### config.mk
export PLATFORM = sky130hd
export DESIGN_NAME = sdram_bist_master_flat
export DESIGN_NICKNAME = d
export VERILOG_FILES = /design/src/rtl/sdram_bist_master_if.sv /design/src/rtl/sdram_bist_master.sv /design/src/flat_wrapper.sv
export SDC_FILE = /design/constraint.sdc
export NUM_CORES = 1
export LEC_CHECK = 0
export ABC_AREA = 1
export BUFFER_PORTS_ARGS = -buffer_cell sky130_fd_sc_hd__buf_2
export CAP_MARGIN = 30
export CORE_MARGIN = 1
export CORE_UTILIZATION = 50
export CTS_BUF_LIST = sky130_fd_sc_hd__clkbuf_16
export DETAILED_ROUTE_END_ITERATION = 12
export PLACE_DENSITY = 0.87
export SLEW_MARGIN = 0
export SYNTH_ARGS = -nofsm -noshare
export SYNTH_HDL_FRONTEND = slang
export SYNTH_SLANG_ARGS = --single-unit
### constraint.sdc
create_clock -name clock_50mhz -period 2.2 [get_ports clock_50mhz]
set_clock_uncertainty 0.15 [all_clocks]
set_input_delay 0 -clock clock_50mhz [delete_from_list [all_inputs] [get_ports clock_50mhz]]
set_output_delay 0 -clock clock_50mhz [all_outputs]
set_load 0.05 [all_outputs]
### src/rtl/sdram_bist_master_if.sv
// Request/read-return bus between the BIST traffic generator and the SDRAM controller.
interface sdram_bist_master_if #(
  parameter int ADDR_W = 25,
  parameter int DATA_W = 32
);
  logic              req_valid;
  logic              req_ready;
  logic              req_write;
  logic [ADDR_W-1:0] req_addr;
  logic [DATA_W-1:0] req_wdata;
  logic              rd_valid;
  logic [DATA_W-1:0] rd_data;

  modport master (
    output req_valid, req_write, req_addr, req_wdata,
    input  req_ready, rd_valid, rd_data
  );

  modport slave (
    input  req_valid, req_write, req_addr, req_wdata,
    output req_ready, rd_valid, rd_data
  );
endinterface

### src/rtl/sdram_bist_master.sv
// SDRAM BIST traffic generator: writes a seeded pattern over a word range,
// reads it back with bounded outstanding reads, and counts in-order mismatches.
//
// state | meaning
// IDLE  | waiting for start
// WRITE | issuing pattern writes
// READ  | issuing reads, at most MAX_OUT in flight
// DRAIN | waiting for the remaining returns and their compares
// DONE  | one-cycle done pulse, pass valid
module sdram_bist_master #(
  parameter int          ADDR_W  = 25,
  parameter int          DATA_W  = 32,
  parameter int          N_WORDS = 1024,
  parameter int          MAX_OUT = 4,
  parameter logic [31:0] SEED    = 32'hA5A5_0001
) (
  input  logic                clock_50mhz,
  input  logic                pin_reset,
  input  logic                start_i,
  input  logic [ADDR_W-1:0]   base_addr_i,
  output logic                busy_o,
  output logic                done_o,
  output logic                pass_o,
  output logic [15:0]         err_count_o,
  output logic [ADDR_W-1:0]   first_err_addr_o,
  output logic                proto_err_o,
  sdram_bist_master_if.master bus
);

  localparam int CNT_W = $clog2(N_WORDS + 1);
  localparam int OUT_W = $clog2(MAX_OUT + 1);

  typedef enum logic [2:0] {S_IDLE, S_WRITE, S_READ, S_DRAIN, S_DONE} state_t;

  state_t            state_q, state_d;
  logic [CNT_W-1:0]  i_q, i_d;
  logic [CNT_W-1:0]  j_q, j_d;
  logic [OUT_W-1:0]  out_q, out_d;
  logic [ADDR_W-1:0] base_q, base_d;
  logic [15:0]       err_q, err_d;
  logic [ADDR_W-1:0] first_q, first_d;
  logic              pass_q, pass_d;
  logic              proto_q, proto_d;
  logic              req_valid_c, req_write_c, issue, ret;

  function automatic logic [DATA_W-1:0] pat(input logic [CNT_W-1:0] idx);
    logic [15:0] lo;
    logic [31:0] w;
    lo = 16'(idx);
    w  = {~lo, lo} ^ SEED;
    return DATA_W'(w);
  endfunction

  always_comb begin
    state_d     = state_q;
    i_d         = i_q;
    j_d         = j_q;
    base_d      = base_q;
    err_d       = err_q;
    first_d     = first_q;
    pass_d      = pass_q;
    proto_d     = proto_q;
    req_valid_c = 1'b0;
    req_write_c = 1'b0;
    issue       = 1'b0;
    ret         = bus.rd_valid && (out_q != '0);

    if (bus.rd_valid && (out_q == '0)) proto_d = 1'b1;

    // Mismatch result lands in err_count on the edge after the return strobe.
    if (ret) begin
      j_d = j_q + 1'b1;
      if (bus.rd_data != pat(j_q)) begin
        if (err_q != 16'hFFFF) err_d = err_q + 16'd1;
        if (err_q == 16'd0) first_d = base_q + ADDR_W'(j_q);
      end
    end

    case (state_q)
      S_IDLE: begin
        if (start_i) begin
          state_d = S_WRITE;
          base_d  = base_addr_i;
          err_d   = '0;
          first_d = '0;
          pass_d  = 1'b0;
          proto_d = 1'b0;
          i_d     = '0;
          j_d     = '0;
        end
      end
      S_WRITE: begin
        req_valid_c = 1'b1;
        req_write_c = 1'b1;
        if (bus.req_ready) begin
          if (i_q == CNT_W'(N_WORDS - 1)) begin
            i_d     = '0;
            state_d = S_READ;
          end else begin
            i_d = i_q + 1'b1;
          end
        end
      end
      S_READ: begin
        req_valid_c = (out_q < OUT_W'(MAX_OUT));
        if (req_valid_c && bus.req_ready) begin
          issue = 1'b1;
          i_d   = i_q + 1'b1;
          if (i_q == CNT_W'(N_WORDS - 1)) state_d = S_DRAIN;
        end
      end
      S_DRAIN: begin
        if ((out_q == '0) && (j_q == CNT_W'(N_WORDS))) begin
          state_d = S_DONE;
          pass_d  = (err_q == 16'd0);
        end
      end
      S_DONE:  state_d = S_IDLE;
      default: state_d = S_IDLE;
    endcase

    out_d = out_q + OUT_W'(issue) - OUT_W'(ret);
  end

  always_ff @(posedge clock_50mhz) begin
    if (pin_reset) begin
      state_q <= S_IDLE;
      i_q     <= '0;
      j_q     <= '0;
      out_q   <= '0;
      base_q  <= '0;
      err_q   <= '0;
      first_q <= '0;
      pass_q  <= 1'b0;
      proto_q <= 1'b0;
    end else begin
      state_q <= state_d;
      i_q     <= i_d;
      j_q     <= j_d;
      out_q   <= out_d;
      base_q  <= base_d;
      err_q   <= err_d;
      first_q <= first_d;
      pass_q  <= pass_d;
      proto_q <= proto_d;
    end
  end

  assign busy_o           = (state_q == S_WRITE) || (state_q == S_READ) || (state_q == S_DRAIN);
  assign done_o           = (state_q == S_DONE);
  assign pass_o           = pass_q;
  assign err_count_o      = err_q;
  assign first_err_addr_o = first_q;
  assign proto_err_o      = proto_q;

  // Address and data derive only from registers that move on a handshake, so they hold while stalled.
  assign bus.req_valid = req_valid_c;
  assign bus.req_write = req_write_c;
  assign bus.req_addr  = base_q + ADDR_W'(i_q);
  assign bus.req_wdata = pat(i_q);

endmodule
### src/flat_wrapper.sv
// flat-port wrapper written by rule: the top's interface ports become plain ports
module sdram_bist_master_flat 
#(
  parameter int          ADDR_W  = 25,
  parameter int          DATA_W  = 32,
  parameter int          N_WORDS = 1024,
  parameter int          MAX_OUT = 4,
  parameter logic [31:0] SEED    = 32'hA5A5_0001
)
  (clock_50mhz, pin_reset, start_i, base_addr_i, busy_o, done_o, pass_o, err_count_o, first_err_addr_o, proto_err_o, bus_req_valid, bus_req_write, bus_req_addr, bus_req_wdata, bus_req_ready, bus_rd_valid, bus_rd_data);
  sdram_bist_master_if #(.ADDR_W(ADDR_W), .DATA_W(DATA_W)) bus_i ();
  input  logic clock_50mhz;
  input  logic pin_reset;
  input  logic start_i;
  input  logic [ADDR_W-1:0] base_addr_i;
  output logic busy_o;
  output logic done_o;
  output logic pass_o;
  output logic [15:0] err_count_o;
  output logic [ADDR_W-1:0] first_err_addr_o;
  output logic proto_err_o;
  output wire logic [$bits(bus_i.req_valid)-1:0] bus_req_valid;
  output wire logic [$bits(bus_i.req_write)-1:0] bus_req_write;
  output wire logic [$bits(bus_i.req_addr)-1:0] bus_req_addr;
  output wire logic [$bits(bus_i.req_wdata)-1:0] bus_req_wdata;
  input wire logic [$bits(bus_i.req_ready)-1:0] bus_req_ready;
  input wire logic [$bits(bus_i.rd_valid)-1:0] bus_rd_valid;
  input wire logic [$bits(bus_i.rd_data)-1:0] bus_rd_data;
  assign bus_req_valid = bus_i.req_valid;
  assign bus_req_write = bus_i.req_write;
  assign bus_req_addr = bus_i.req_addr;
  assign bus_req_wdata = bus_i.req_wdata;
  assign bus_i.req_ready = bus_req_ready;
  assign bus_i.rd_valid = bus_rd_valid;
  assign bus_i.rd_data = bus_rd_data;
  sdram_bist_master #(.ADDR_W(ADDR_W), .DATA_W(DATA_W), .N_WORDS(N_WORDS), .MAX_OUT(MAX_OUT), .SEED(SEED)) u_core (.clock_50mhz(clock_50mhz), .pin_reset(pin_reset), .start_i(start_i), .base_addr_i(base_addr_i), .busy_o(busy_o), .done_o(done_o), .pass_o(pass_o), .err_count_o(err_count_o), .first_err_addr_o(first_err_addr_o), .proto_err_o(proto_err_o), .bus(bus_i));
endmodule
==> results.txt <==
----------------------------------------------------
[Floorplan]
  Die extent in y ... 120 µm
  Row cnt ... 42
  Floorplan Core Area ... ~0.013 mm²
  Starting density of the core ... 52.2%
  Horiz. Die Dim ... about 120 µm
  Die ar. ... approximately 0.015 mm²
  Number of top-level pins ... about 170

[Worst setup path]
  Crit path to ... bus_req_addr[18]
  Setup CP Type ... flop to primary output
  Crit path launch type ... flop
  Worst R2R End ... u_core.first_err_addr_o[22]
  Register-to-register setup slack ... -0.33 ns
  Worst-path fanout max ... 6
  Launch instance of the worst register-to-register path ... u_core.base_q[8]
  Endpoint class of the critical path ... primary output
  Crit path launch ... u_core.base_q[1]
  Crit path arrival time ... ~2.8 ns
  Data required time at the worst endpoint ... between 2 and 2.5 ns
  Number of cells traversed by the worst register-to-register path ... 12

[Placement]
  Post-place setup slack ... -0.222 ns
  Detail Placement HPWL ... ~17,000 µm
  Final Wtd Congestion ... between 0.9 and 1
  Buffers added on ports ... about 160
  Placed instance count ... roughly 1,500

[Synth]
  Post-synthesis area per instance ... 6.43 µm²
  Top-area cell type share of the netlist area ... 27.4%
  Distinct cell type count after synthesis ... 47
  Total standard cell area after synthesis ... 0.00702 mm²
  Warnings, synthesis ... 0
  Share of synthesized area occupied by flip-flops and latches ... 27.4%
  Top post-synthesis cells by area ... sky130_fd_sc_hd__dfxtp_1, sky130_fd_sc_hd__nand2_1, sky130_fd_sc_hd__inv_1, sky130_fd_sc_hd__nor2_1, sky130_fd_sc_hd__a21oi_1
  Flip-flop and latch count after synthesis ... 96
  Cells after Synth ... about 1,100
  Cell taking the most area after synthesis ... sky130_fd_sc_hd__dfxtp_1

[GRT]
  Global-route layer with the greatest usage ... met2
  M2 GR Usage ... between 50% and 60%
  Vias in the first global route ... ~8,000
  GR Layer Usage met1 ... between 30% and 40%
  Antenna violations before repair ... 1
  Global Route met3 Usage ... under 10%
  Overflow after GRT ... 0
  Wire length of the first global-routing pass ... ~37,000 µm
  Global router's overall resource usage ... approximately 32%
  Maximum number of pins on one net before global-route repair ... 42

[Final layout]
  Area added between synthesis and finish ... 46.8%
  Non-filler cells in the finished layout ... ~1,500
  Footprint of the flip-flops and latches ... just under 0.002 mm²
  Proportion of layout cells with a drive suffix above 1 ... between 30% and 40%
  Nets@finish ... roughly 1,500
  Count of fill cells added during filler insertion ... roughly 880
  Antenna diode count ... 0
  Area of the multi-input gates ... between 0.005 and 0.006 mm²

[Clock tree]
  Total clock sinks ... 96
  Clock latency at the later pin of the worst-skew pair ... 0.37 ns
  Deepest level of the CTS H-tree ... 3
  Number of buffers created by CTS ... 9
  Clock Tree Buf Depth ... 2
  CTS tree ... built
  Post-CTS clock slew at the launch and capture registers of the worst setup and hold paths ... around 0.080 ns
  Clock tree root buffer cell ... sky130_fd_sc_hd__clkbuf_16

[Detailed routing]
  Residual antenna-violating net count after detailed routing ... 0
  Total Routed Length ... 28,400 µm
  Detailed-route DRC error count ... 0
  Detail-routed via count per cell ... slightly below 6
  Avg WL per Cell ... about 18 µm
  Number of DRC markers in iteration 0 ... 1,052
  Count of TritonRoute iterations in the first routing pass ... 8
  Vias ... a little over 9,000

[Timing]
  Crit share post-route ... 132%
  Final number of setup-violating endpoints ... about 40
  Fin crit period ... 2.90 ns
  Slew @ Worst Pin ... 0.626 ns
  Number of pins with negative max-slew slack in the final report ... 0
  Final setup margin ... -0.699 ns
  Final hold viol count ... 0
  Upper clock frequency limit ... about 340 MHz
  Unrepaired setup endpoints after global routing ... true
  Rel. slew slack ... roughly 58%

[Power and ir drop]
  Final Power ... ~9.8 mW
  Cell Pwr Density ... 952 mW/mm²
  Maximum VDD drop ... about 1.0 mV
  Leakage component of the power ... between 4 and 5 nW

[Job]
  Max Cap Violations ... 0

[Outcome]
  Violated checks ... setup timing
  Run status ... finished with violations

[Hold path]
  Worst min-delay path category ... input port to flop

----------------------------------------------------
==> logic make-up after synthesis <==
logic type	Yosys count	share of synthesized area (%)
flip-flops	96	27.4
AND/OR/NAND/NOR	546	34.0
XOR/XNOR	55	6.86
other	2	0.107
adder cells (fa/ha/maj)	32	6.03
AO/OA/AOI/OAI	179	14.2
buffers and inverters	182	11.4
==> state kept, by name, indices dropped and copies added, names as in the netlist <==
name / flops
u_core.base_q: 25
u_core.i_q: 11
u_core.err_count_o: 16
u_core.proto_err_o: 1
u_core.out_q: 3
u_core.state_q: 3
u_core.j_q: 11
u_core.pass_o: 1
u_core.first_err_addr_o: 25
==> per-stage QoR <==
step | area (µm²) | util (%) | setup TNS [ns] | hold WS (ns)
2_1_floorplan | 7350 | - | -3.82 | -0.0715
3_3_place_gp | 8690 | 64.6 | -1.23 | 0.135
3_5_place_dp | 8690 | 64.6 | -2.21 | 0.132
4_1_cts | 9610 | 71.4 | -5.00 | 0.0303
5_1_grt | 10300 | 76.6 | -14.27 | 0.105
6_report | 10300 | 76.6 | -10.21 | 0.0857
==> synthesized netlist by cell type (all sizes together) <==
cell	number
o221ai	1
o21bai	1
nor4	10
o2111ai	1
buf	31
clkbuf	10
o21ai	66
o211a	1
or2	3
nand3b	2
conb	2
nand3	83
nor3	29
xnor2	18
dfxtp	96
xor2	37
inv	139
nor2	140
o211ai	5
a21oi	93
clkinv	2
nand4	14
fa	3
a21o	5
a31oi	1
nand2	264
and2	1
a211oi	5
ha	29
==> critical path: stages, from the launching register on <==
cell                       delay (ns)
sky130_fd_sc_hd__dfxtp_1         0.39
sky130_fd_sc_hd__inv_1           0.16
sky130_fd_sc_hd__fa_2            0.40
sky130_fd_sc_hd__nand3b_1        0.18
sky130_fd_sc_hd__nand2_2         0.14
sky130_fd_sc_hd__a21oi_4         0.11
sky130_fd_sc_hd__o21ai_2         0.19
sky130_fd_sc_hd__nand2_2         0.08
sky130_fd_sc_hd__nand2_4         0.14
sky130_fd_sc_hd__nand2_4         0.08
sky130_fd_sc_hd__nor2_4          0.16
sky130_fd_sc_hd__xor2_4          0.16
sky130_fd_sc_hd__buf_6           0.17
==> cell type report <==
type                    count  area share [%]
repair buffers            295            20.5
multi-input cells         822            50.4
clock inverters             7           0.437
well taps                 176            2.14
inverters                 141            5.25
flip-flops and latches     96            19.1
clock buffers               9            2.19
==> worst min path at each step <==
| stage | startpoint | end | slack (ns) | cells after the start |
|---|---|---|---|---|
| finish | bus_req_ready | u_core.i_q[0] | 0.09 | 5 |
| global route | bus_req_ready | u_core.i_q[0] | 0.10 | 5 |
| CTS | bus_req_ready | u_core.i_q[0] | 0.03 | 5 |
| detailed placement | base_addr_i[3] | u_core.base_q[3] | 0.13 | 3 |
| global placement | base_addr_i[3] | u_core.base_q[3] | 0.13 | 3 |
| floorplan | pin_reset | u_core.state_q[0] | -0.07 | 1 |
==> cells in the final DEF (no fill, tap or decap), types with 23 or more instances in the layout <==
master                          instances
sky130_fd_sc_hd__buf_4                 95
sky130_fd_sc_hd__nor2_1               107
sky130_fd_sc_hd__dfxtp_1               70
sky130_fd_sc_hd__buf_2                132
sky130_fd_sc_hd__nor3_1                23
sky130_fd_sc_hd__nand3_1               75
sky130_fd_sc_hd__nor2_2                24
sky130_fd_sc_hd__o21ai_0               41
sky130_fd_sc_hd__inv_1                120
sky130_fd_sc_hd__a21oi_1               77
sky130_fd_sc_hd__dlygate4sd3_1         39
sky130_fd_sc_hd__nand2_1              236
sky130_fd_sc_hd__buf_6                 25
==> power breakdown <==
part           total (mW)  switching [mW]  internal (mW)
Sequential           2.51           0.400           2.11
Combinational        5.76            3.90           1.86
Clock                1.54           0.768          0.767
Total                9.81            5.07           4.74
==> per-layer routing <==
layer  up-vias  routed length, µm
li1       4059                  -
met1      4102              10200
met2       699              13100
met3       222               2770
met4         2               2300
met5         -                 16
==> timing repair <==
action                     in CTS  in global routing
setup buffers                   5                 17
hold endpoints to repair       44                  0
pin swaps                      17                 29
gates resized for setup        68                127
setup endpoints to repair      32                 47
hold buffers                   39                  0
(Power assumes the default switching activity.)
